--- config.mk ---
export PLATFORM = sky130hd
export DESIGN_NAME = display_scan_driver_flat
export DESIGN_NICKNAME = d
export VERILOG_FILES = /design/src/rtl/display_scan_if.sv /design/src/rtl/display_scan_driver.sv /design/src/flat_wrapper.sv
export SDC_FILE = /design/constraint.sdc
export NUM_CORES = 1
export LEC_CHECK = 0
export ABC_AREA = 1
export BUFFER_PORTS_ARGS = -buffer_cell sky130_fd_sc_hd__buf_4
export CORE_MARGIN = 1
export CORE_UTILIZATION = 60
export DETAILED_ROUTE_END_ITERATION = 6
export PLACE_DENSITY = 0.78
export SETUP_SLACK_MARGIN = 0.15
export SYNTH_ARGS = -nofsm -noshare
export SYNTH_HDL_FRONTEND = slang
export SYNTH_SLANG_ARGS = --single-unit
--- constraint.sdc ---
create_clock -name clk -period 4.3 [get_ports clk]
set_clock_uncertainty 0.2 [all_clocks]
set_input_delay 0.215 -clock clk [delete_from_list [all_inputs] [get_ports clk]]
set_output_delay 0.215 -clock clk [all_outputs]
set_load 0.01 [all_outputs]
--- src/rtl/display_scan_if.sv ---
// display_scan_if: value/mode request and scanned segment/anode drive for the front-panel display.
interface display_scan_if #(
   parameter int NUM_DIGITS = 4,
   parameter int VALUE_W    = 8
);
   logic [VALUE_W-1:0]    value;
   logic [1:0]            mode;
   logic                  load;
   logic                  blink_en;
   logic [6:0]            seg;
   logic [NUM_DIGITS-1:0] an;
   logic                  busy;
   logic                  done;
   logic                  overflow;
   modport master (output value, mode, load, blink_en, input seg, an, busy, done, overflow);
   modport slave  (input value, mode, load, blink_en, output seg, an, busy, done, overflow);
endinterface

--- src/rtl/display_scan_driver.sv ---
// display_scan_driver: sequential binary-to-BCD conversion feeding a multiplexed N-digit seven-segment scan.
module display_scan_driver #(
   parameter int NUM_DIGITS     = 4,
   parameter int VALUE_W        = 8,
   parameter int SCAN_DIV       = 1000,
   parameter int BLINK_DIV      = 25000000,
   parameter bit SEG_ACTIVE_LOW = 1,
   parameter bit AN_ACTIVE_LOW  = 1
) (
   input logic           clk,
   input logic           rst,
   display_scan_if.slave dsp_io
);
   localparam int BW = 4 * NUM_DIGITS;
   localparam int DW = 7 * NUM_DIGITS;
   localparam int CW = $clog2(VALUE_W + 1);
   localparam int IW = $clog2(NUM_DIGITS);
   localparam int SW = $clog2(SCAN_DIV + 1);
   localparam int KW = $clog2(BLINK_DIV + 1);
   localparam logic [6:0] SEG_OFF = {7{SEG_ACTIVE_LOW}};
   localparam logic [NUM_DIGITS-1:0] AN_OFF = {NUM_DIGITS{AN_ACTIVE_LOW}};
   localparam logic [111:0] SEG_LUT = {42'd0, 7'h6F, 7'h7F, 7'h07, 7'h7D, 7'h6D,
                                       7'h66, 7'h4F, 7'h5B, 7'h06, 7'h3F};
   localparam logic [27:0] MSG_ERR  = {7'h79, 7'h50, 7'h50, 7'h00};
   localparam logic [27:0] MSG_DONE = {7'h5E, 7'h5C, 7'h54, 7'h79};

   typedef enum logic [1:0] {IDLE, CONV, COMMIT} state_t;

   state_t                     state_q, state_d;
   logic [VALUE_W-1:0]         val_q, val_d, pval_q, pval_d;
   logic [1:0]                 mode_q, mode_d, pmode_q, pmode_d;
   logic [BW-1:0]              bcd_q, bcd_d, adj;
   logic                       ovf_q, ovf_d, pv_q, pv_d, done_q, done_d, oflo_q, oflo_d;
   logic [CW-1:0]              cnt_q, cnt_d;
   logic [NUM_DIGITS-1:0][6:0] disp_q, disp_d, pat;
   logic [SW-1:0]              sc_q, sc_d;
   logic [IW-1:0]              idx_q, idx_d;
   logic [KW-1:0]              bk_q, bk_d;
   logic                       ph_q, ph_d, dark, nz;
   logic [6:0]                 seg_q, seg_d, num;
   logic [NUM_DIGITS-1:0]      an_q, an_d;
   logic [3:0]                 nib;
   logic [DW-1:0]              msg_all;

   // Content each digit will show once the current conversion commits
   always_comb begin
      adj = bcd_q;
      nz = 1'b0;
      nib = 4'd0;
      num = 7'h00;
      pat = '0;
      msg_all = DW'(mode_q == 2'd1 ? MSG_ERR : MSG_DONE) << (7 * (NUM_DIGITS - 4));
      for (int i = 0; i < NUM_DIGITS; i++)
         adj[4*i +: 4] = bcd_q[4*i +: 4] + (bcd_q[4*i +: 4] >= 4'd5 ? 4'd3 : 4'd0);
      for (int i = NUM_DIGITS - 1; i >= 0; i--) begin
         nib = bcd_q[4*i +: 4];
         nz = nz | (nib != 4'd0) | (i == 0);
         num = ovf_q ? 7'h40 : nz ? SEG_LUT[7*nib +: 7] : 7'h00;
         pat[i] = mode_q == 2'd0 ? num : mode_q == 2'd3 ? 7'h00 : msg_all[7*i +: 7];
      end
   end

   always_comb begin
      state_d = state_q;
      val_d = val_q;
      mode_d = mode_q;
      bcd_d = bcd_q;
      ovf_d = ovf_q;
      cnt_d = cnt_q;
      pv_d = pv_q;
      pval_d = pval_q;
      pmode_d = pmode_q;
      disp_d = disp_q;
      done_d = 1'b0;
      oflo_d = oflo_q;
      if (dsp_io.load && state_q != IDLE) begin
         pval_d = dsp_io.value;
         pmode_d = dsp_io.mode;
      end
      case (state_q)
         IDLE: if (dsp_io.load) begin
            val_d = dsp_io.value;
            mode_d = dsp_io.mode;
            bcd_d = '0;
            ovf_d = 1'b0;
            cnt_d = '0;
            state_d = CONV;
         end
         CONV: begin
            bcd_d = {adj[BW-2:0], val_q[VALUE_W-1]};
            ovf_d = ovf_q | adj[BW-1];
            val_d = val_q << 1;
            cnt_d = cnt_q + CW'(1);
            pv_d = pv_q | dsp_io.load;
            state_d = cnt_q == CW'(VALUE_W - 1) ? COMMIT : CONV;
         end
         COMMIT: begin
            disp_d = pat;
            done_d = 1'b1;
            oflo_d = ovf_q && mode_q == 2'd0;
            // A fresh load with an empty slot starts directly; a full slot is consumed and refilled by it
            val_d = pv_q ? pval_q : dsp_io.value;
            mode_d = pv_q ? pmode_q : dsp_io.mode;
            pv_d = pv_q && dsp_io.load;
            bcd_d = '0;
            ovf_d = 1'b0;
            cnt_d = '0;
            state_d = pv_q || dsp_io.load ? CONV : IDLE;
         end
         default: state_d = IDLE;
      endcase
   end

   always_comb begin
      sc_d = sc_q == SW'(SCAN_DIV - 1) ? '0 : sc_q + SW'(1);
      idx_d = sc_q != SW'(SCAN_DIV - 1) ? idx_q : idx_q == IW'(NUM_DIGITS - 1) ? '0 : idx_q + IW'(1);
      bk_d = bk_q == KW'(BLINK_DIV - 1) ? '0 : bk_q + KW'(1);
      ph_d = bk_q == KW'(BLINK_DIV - 1) ? ~ph_q : ph_q;
      dark = dsp_io.blink_en && !ph_q;
      seg_d = dark ? SEG_OFF : disp_q[idx_q] ^ SEG_OFF;
      an_d = dark ? AN_OFF : (NUM_DIGITS'(1) << idx_q) ^ AN_OFF;
   end

   always_ff @(posedge clk or posedge rst) begin
      if (rst) begin
         state_q <= IDLE;
         val_q <= '0;
         mode_q <= '0;
         pval_q <= '0;
         pmode_q <= '0;
         pv_q <= 1'b0;
         bcd_q <= '0;
         ovf_q <= 1'b0;
         cnt_q <= '0;
         disp_q <= '0;
         done_q <= 1'b0;
         oflo_q <= 1'b0;
         sc_q <= '0;
         idx_q <= '0;
         bk_q <= '0;
         ph_q <= 1'b1;
         seg_q <= SEG_OFF;
         an_q <= AN_OFF;
      end else begin
         state_q <= state_d;
         val_q <= val_d;
         mode_q <= mode_d;
         pval_q <= pval_d;
         pmode_q <= pmode_d;
         pv_q <= pv_d;
         bcd_q <= bcd_d;
         ovf_q <= ovf_d;
         cnt_q <= cnt_d;
         disp_q <= disp_d;
         done_q <= done_d;
         oflo_q <= oflo_d;
         sc_q <= sc_d;
         idx_q <= idx_d;
         bk_q <= bk_d;
         ph_q <= ph_d;
         seg_q <= seg_d;
         an_q <= an_d;
      end
   end

   assign dsp_io.seg = seg_q;
   assign dsp_io.an = an_q;
   assign dsp_io.busy = state_q != IDLE;
   assign dsp_io.done = done_q;
   assign dsp_io.overflow = oflo_q;
endmodule

--- src/flat_wrapper.sv ---
// flat-port wrapper written by rule: the top's interface ports become plain ports
module display_scan_driver_flat 
#(
   parameter int NUM_DIGITS     = 4,
   parameter int VALUE_W        = 8,
   parameter int SCAN_DIV       = 1000,
   parameter int BLINK_DIV      = 25000000,
   parameter bit SEG_ACTIVE_LOW = 1,
   parameter bit AN_ACTIVE_LOW  = 1
)
  (clk, rst, dsp_io_value, dsp_io_mode, dsp_io_load, dsp_io_blink_en, dsp_io_seg, dsp_io_an, dsp_io_busy, dsp_io_done, dsp_io_overflow);
  display_scan_if #(.NUM_DIGITS(NUM_DIGITS), .VALUE_W(VALUE_W)) dsp_io_i ();
  input logic clk;
  input logic rst;
  input wire logic [$bits(dsp_io_i.value)-1:0] dsp_io_value;
  input wire logic [$bits(dsp_io_i.mode)-1:0] dsp_io_mode;
  input wire logic [$bits(dsp_io_i.load)-1:0] dsp_io_load;
  input wire logic [$bits(dsp_io_i.blink_en)-1:0] dsp_io_blink_en;
  output wire logic [$bits(dsp_io_i.seg)-1:0] dsp_io_seg;
  output wire logic [$bits(dsp_io_i.an)-1:0] dsp_io_an;
  output wire logic [$bits(dsp_io_i.busy)-1:0] dsp_io_busy;
  output wire logic [$bits(dsp_io_i.done)-1:0] dsp_io_done;
  output wire logic [$bits(dsp_io_i.overflow)-1:0] dsp_io_overflow;
  assign dsp_io_i.value = dsp_io_value;
  assign dsp_io_i.mode = dsp_io_mode;
  assign dsp_io_i.load = dsp_io_load;
  assign dsp_io_i.blink_en = dsp_io_blink_en;
  assign dsp_io_seg = dsp_io_i.seg;
  assign dsp_io_an = dsp_io_i.an;
  assign dsp_io_busy = dsp_io_i.busy;
  assign dsp_io_done = dsp_io_i.done;
  assign dsp_io_overflow = dsp_io_i.overflow;
  display_scan_driver #(.NUM_DIGITS(NUM_DIGITS), .VALUE_W(VALUE_W), .SCAN_DIV(SCAN_DIV), .BLINK_DIV(BLINK_DIV), .SEG_ACTIVE_LOW(SEG_ACTIVE_LOW), .AN_ACTIVE_LOW(AN_ACTIVE_LOW)) u_core (.clk(clk), .rst(rst), .dsp_io(dsp_io_i));
endmodule
==> out/metrics.yaml <==
finish:
  drive_gt1_share_pct: 9.41
  n_antenna_cell: 0
  fillCellCount: 867
  fin_util_pct: 71.3
  mostFrequentLayoutCells: "nand2_1, nor2_1, dfrtp_1"
  nets: 983
  syn2layout_area_growth_pct: 13.9
  final_common_cell: "nand2_1"
clocking:
  clk-insertion-delay-late_ns: 0.42
  cts-root-buf: "clkbuf_16"
  clk_pin_slew_ns: 0.06
  cts_buffers: 17
  cts_sinks: 123
  clockBufferDepth: 2
  htree_levels: 4
  post_cts_resized: 0
  tritoncts: "done"
drt:
  dr.pass1.iters: 7
  wirelength_mm: 15.8
  route.detailed.wl_per_inst_um: 14.7
  ant_nets: 0
  drc: 0
  viasPerCell: 5.49
  route.vias.total: 5903
  drtIter0Drc: 514
placement:
  detailed_place_hpwl_mm: 11.1
  port-buffer-count: 27
  place_ws_ns: 1.64
  gp_congestion: 0.939
critical_path:
  end_kind: "register"
  cp-startpoint: "u_core.state_q[0]"
  critPathMaxStageDelay_ns: 0.78
  slowest_stage: "ha_1"
  r2r_slack_ns: 1.57
  r2r_end: "u_core.val_q[7]"
  reg2reg_from: "u_core.state_q[0]"
  worstRegToRegCells: 8
  path_max_fanout: 27
  worstSetupPathType: "register to register"
  critPathArrivalTime_ns: 2.89
  path_common_cell: "nand2_1"
  cp_cell_sequence: "inv_1 > ha_1 > inv_2 > nand2_1 > nand2_1 > o21ai_0 > nor2_1 > a21oi_1"
  required_ns: 4.45
  cp-start-kind: "register"
worst_hold_path:
  holdPathStages: 3
  hold_path.startpoint: "dsp_io_blink_en"
  hp-class: "input pin to register"
  min_to: "u_core.dsp_io.an[2]"
logic_synthesis:
  syn-cell-area_mm2: 0.00691
  ys_async_sr_fraction_pct: 100
  synth_nets: 942
  yosysSeqAreaShare_pct: 44.8
  synth_cells: 881
  ys_types: 40
  ys.flop_type: "dfrtp_1"
  ys_ff_latch: 123
  ys_warn_count: 0
  synth_edf_count: 0
  synth_area_per_cell_um2: 7.84
floorplanning:
  dieWidth_um: 109
  rows: 38
  die_area_mm2: 0.0120
  io_pins: 28
  start_util_pct: 62.6
  fp.coreArea_mm2: 0.0110
  die_h_um: 109
timing:
  max_freq_mhz: 366
  fin_crit_ns: 2.73
  fin_setup_tns_ns: 0
  rsz0062_at_grt: "false"
  tightest_slew_ns: 1.06
  min_period_over_period_pct: 63.6
  maxSlewViolCount: 0
  whs_ns: 0.0801
  setup_violations: 0
  finalHoldViolations: 0
  slew_headroom_pct: 29.0
  fin_ws_ns: 1.57
global_route:
  grt_pass1_wl_mm: 26.5
  track_usage_pct: 29.1
  grt_pass1_vias: 5675
  grt_max_degree: 90
  grt_overflow: 0
  antenna_found_initial: 0
job:
  max_cap_violations: 0
status:
  outcome: "complete, no violations"
pwr:
  power_density_mw_per_mm2: 580
  p_total_uw: 4560
  ir_drop_v: 0.000406
  p_leak_uw: 0.00379
per-stage QoR:
| stage | area, um^2 | instances |
|---|---|---|
| floorplan | 6910 | 881 |
| global placement | 7210 | 1031 |
| detailed placement | 7210 | 1031 |
| CTS | 7870 | 1075 |
| global route | 7870 | 1075 |
| finish | 7870 | 1075 |
critical path, delay by kind of cell, from the launching register on:
kind,cells,cell delay (ns)
AOI/OAI and AO/OA,2,0.37
adders and majority gates,1,0.78
buffers and inverters,2,0.45
DFF,1,0.41
and+or+nand+nor,3,0.45
Yosys cell counts, types with 2 or more instances:
cell type,count,share of area [%]
nor2_2,4,0.36
nor2_4,2,0.33
o211ai_1,3,0.33
o21ai_0,67,4.9
nor2_1,113,6.1
fa_1,4,1.2
nand3_2,2,0.29
nand3_1,47,3.4
o22a_1,6,0.76
o22ai_1,16,1.4
xor2_1,15,1.9
and2_1,2,0.18
nand4_1,7,0.63
buf_2,10,0.72
ha_1,43,7.8
clkbuf_1,7,0.38
dfstp_2,12,4.6
o21ai_1,3,0.22
nand2_1,224,12
inv_1,104,5.6
inv_2,4,0.22
or2_2,3,0.27
dfrtp_1,111,40
nor3_1,14,1.0
a21oi_1,43,3.1
sequential cells by signal, indices dropped and copies added (netlist names), 7 cells and up:
name	flops
u_core.bk_q	25
u_core.sc_q	10
u_core.val_q	8
u_core.dsp_io.seg	7
u_core.pval_q	8
u_core.disp_q	28
u_core.bcd_q	16
routing by layer:
layer	track usage [%]	vias to the layer above	wire, um
met2	49.5	162	7830
li1	-	2921	-
met1	35.6	2778	6840
met5	0	-	0
met4	13.2	0	398
met3	6.16	42	691
logic make-up (layout without fill, tap and decap cells):
kind of cell               count (synthesis)  after routing  synth area share [%]
AOI/OAI and AO/OA                        146            146                  11.8
buffers and inverters                    128            182                  7.30
and+or+nand+nor                          420            420                  25.0
DFF                                      123            123                  44.8
adders and majority gates                 47             47                  8.94
xor gates and xnor gates                  15             15                  1.90
muxes                                      2              2                 0.308
area by class of cell:
cell class | count | area (um^2) | area share, %
Inverter | 108 | 408 | 5.18
Clock inverter | 8 | 72.6 | 0.922
Clock buffer | 24 | 462 | 5.87
Timing Repair Buffer | 42 | 345 | 4.39
Sequential cell | 123 | 3090 | 39.3
Multi-Input combinational cell | 630 | 3310 | 42.1
Tap cell | 140 | 175 | 2.23
power by group:
group          switching, uW  total, uW  internal (uW)
Sequential               254       1730           1470
Clock                    498       1300            803
Combinational            983       1540            552
worst max-delay path by stage:
| stage | to | slack [ns] | cells after the start |
|---|---|---|---|
| 2_1_floorplan | u_core.bcd_q[0] | 0.63 | 1 |
| 4_1_cts | u_core.val_q[7] | 1.62 | 8 |
| 3_5_place_dp | u_core.disp_q[18] | 1.64 | 7 |
| 3_3_place_gp | u_core.disp_q[18] | 1.78 | 7 |
| 6_report | u_core.val_q[7] | 1.57 | 8 |
| 5_1_grt | u_core.val_q[7] | 1.31 | 8 |
what timing repair did:
| action | 4_1_cts | 5_1_grt |
|---|---|---|
| setup buffers | 0 | 0 |
| hold buffers | 12 | 0 |
| endpoints found under the setup margin | 0 | 0 |
| hold endpoints to repair | 101 | 0 |
Power figures use the tool's default switching activity.
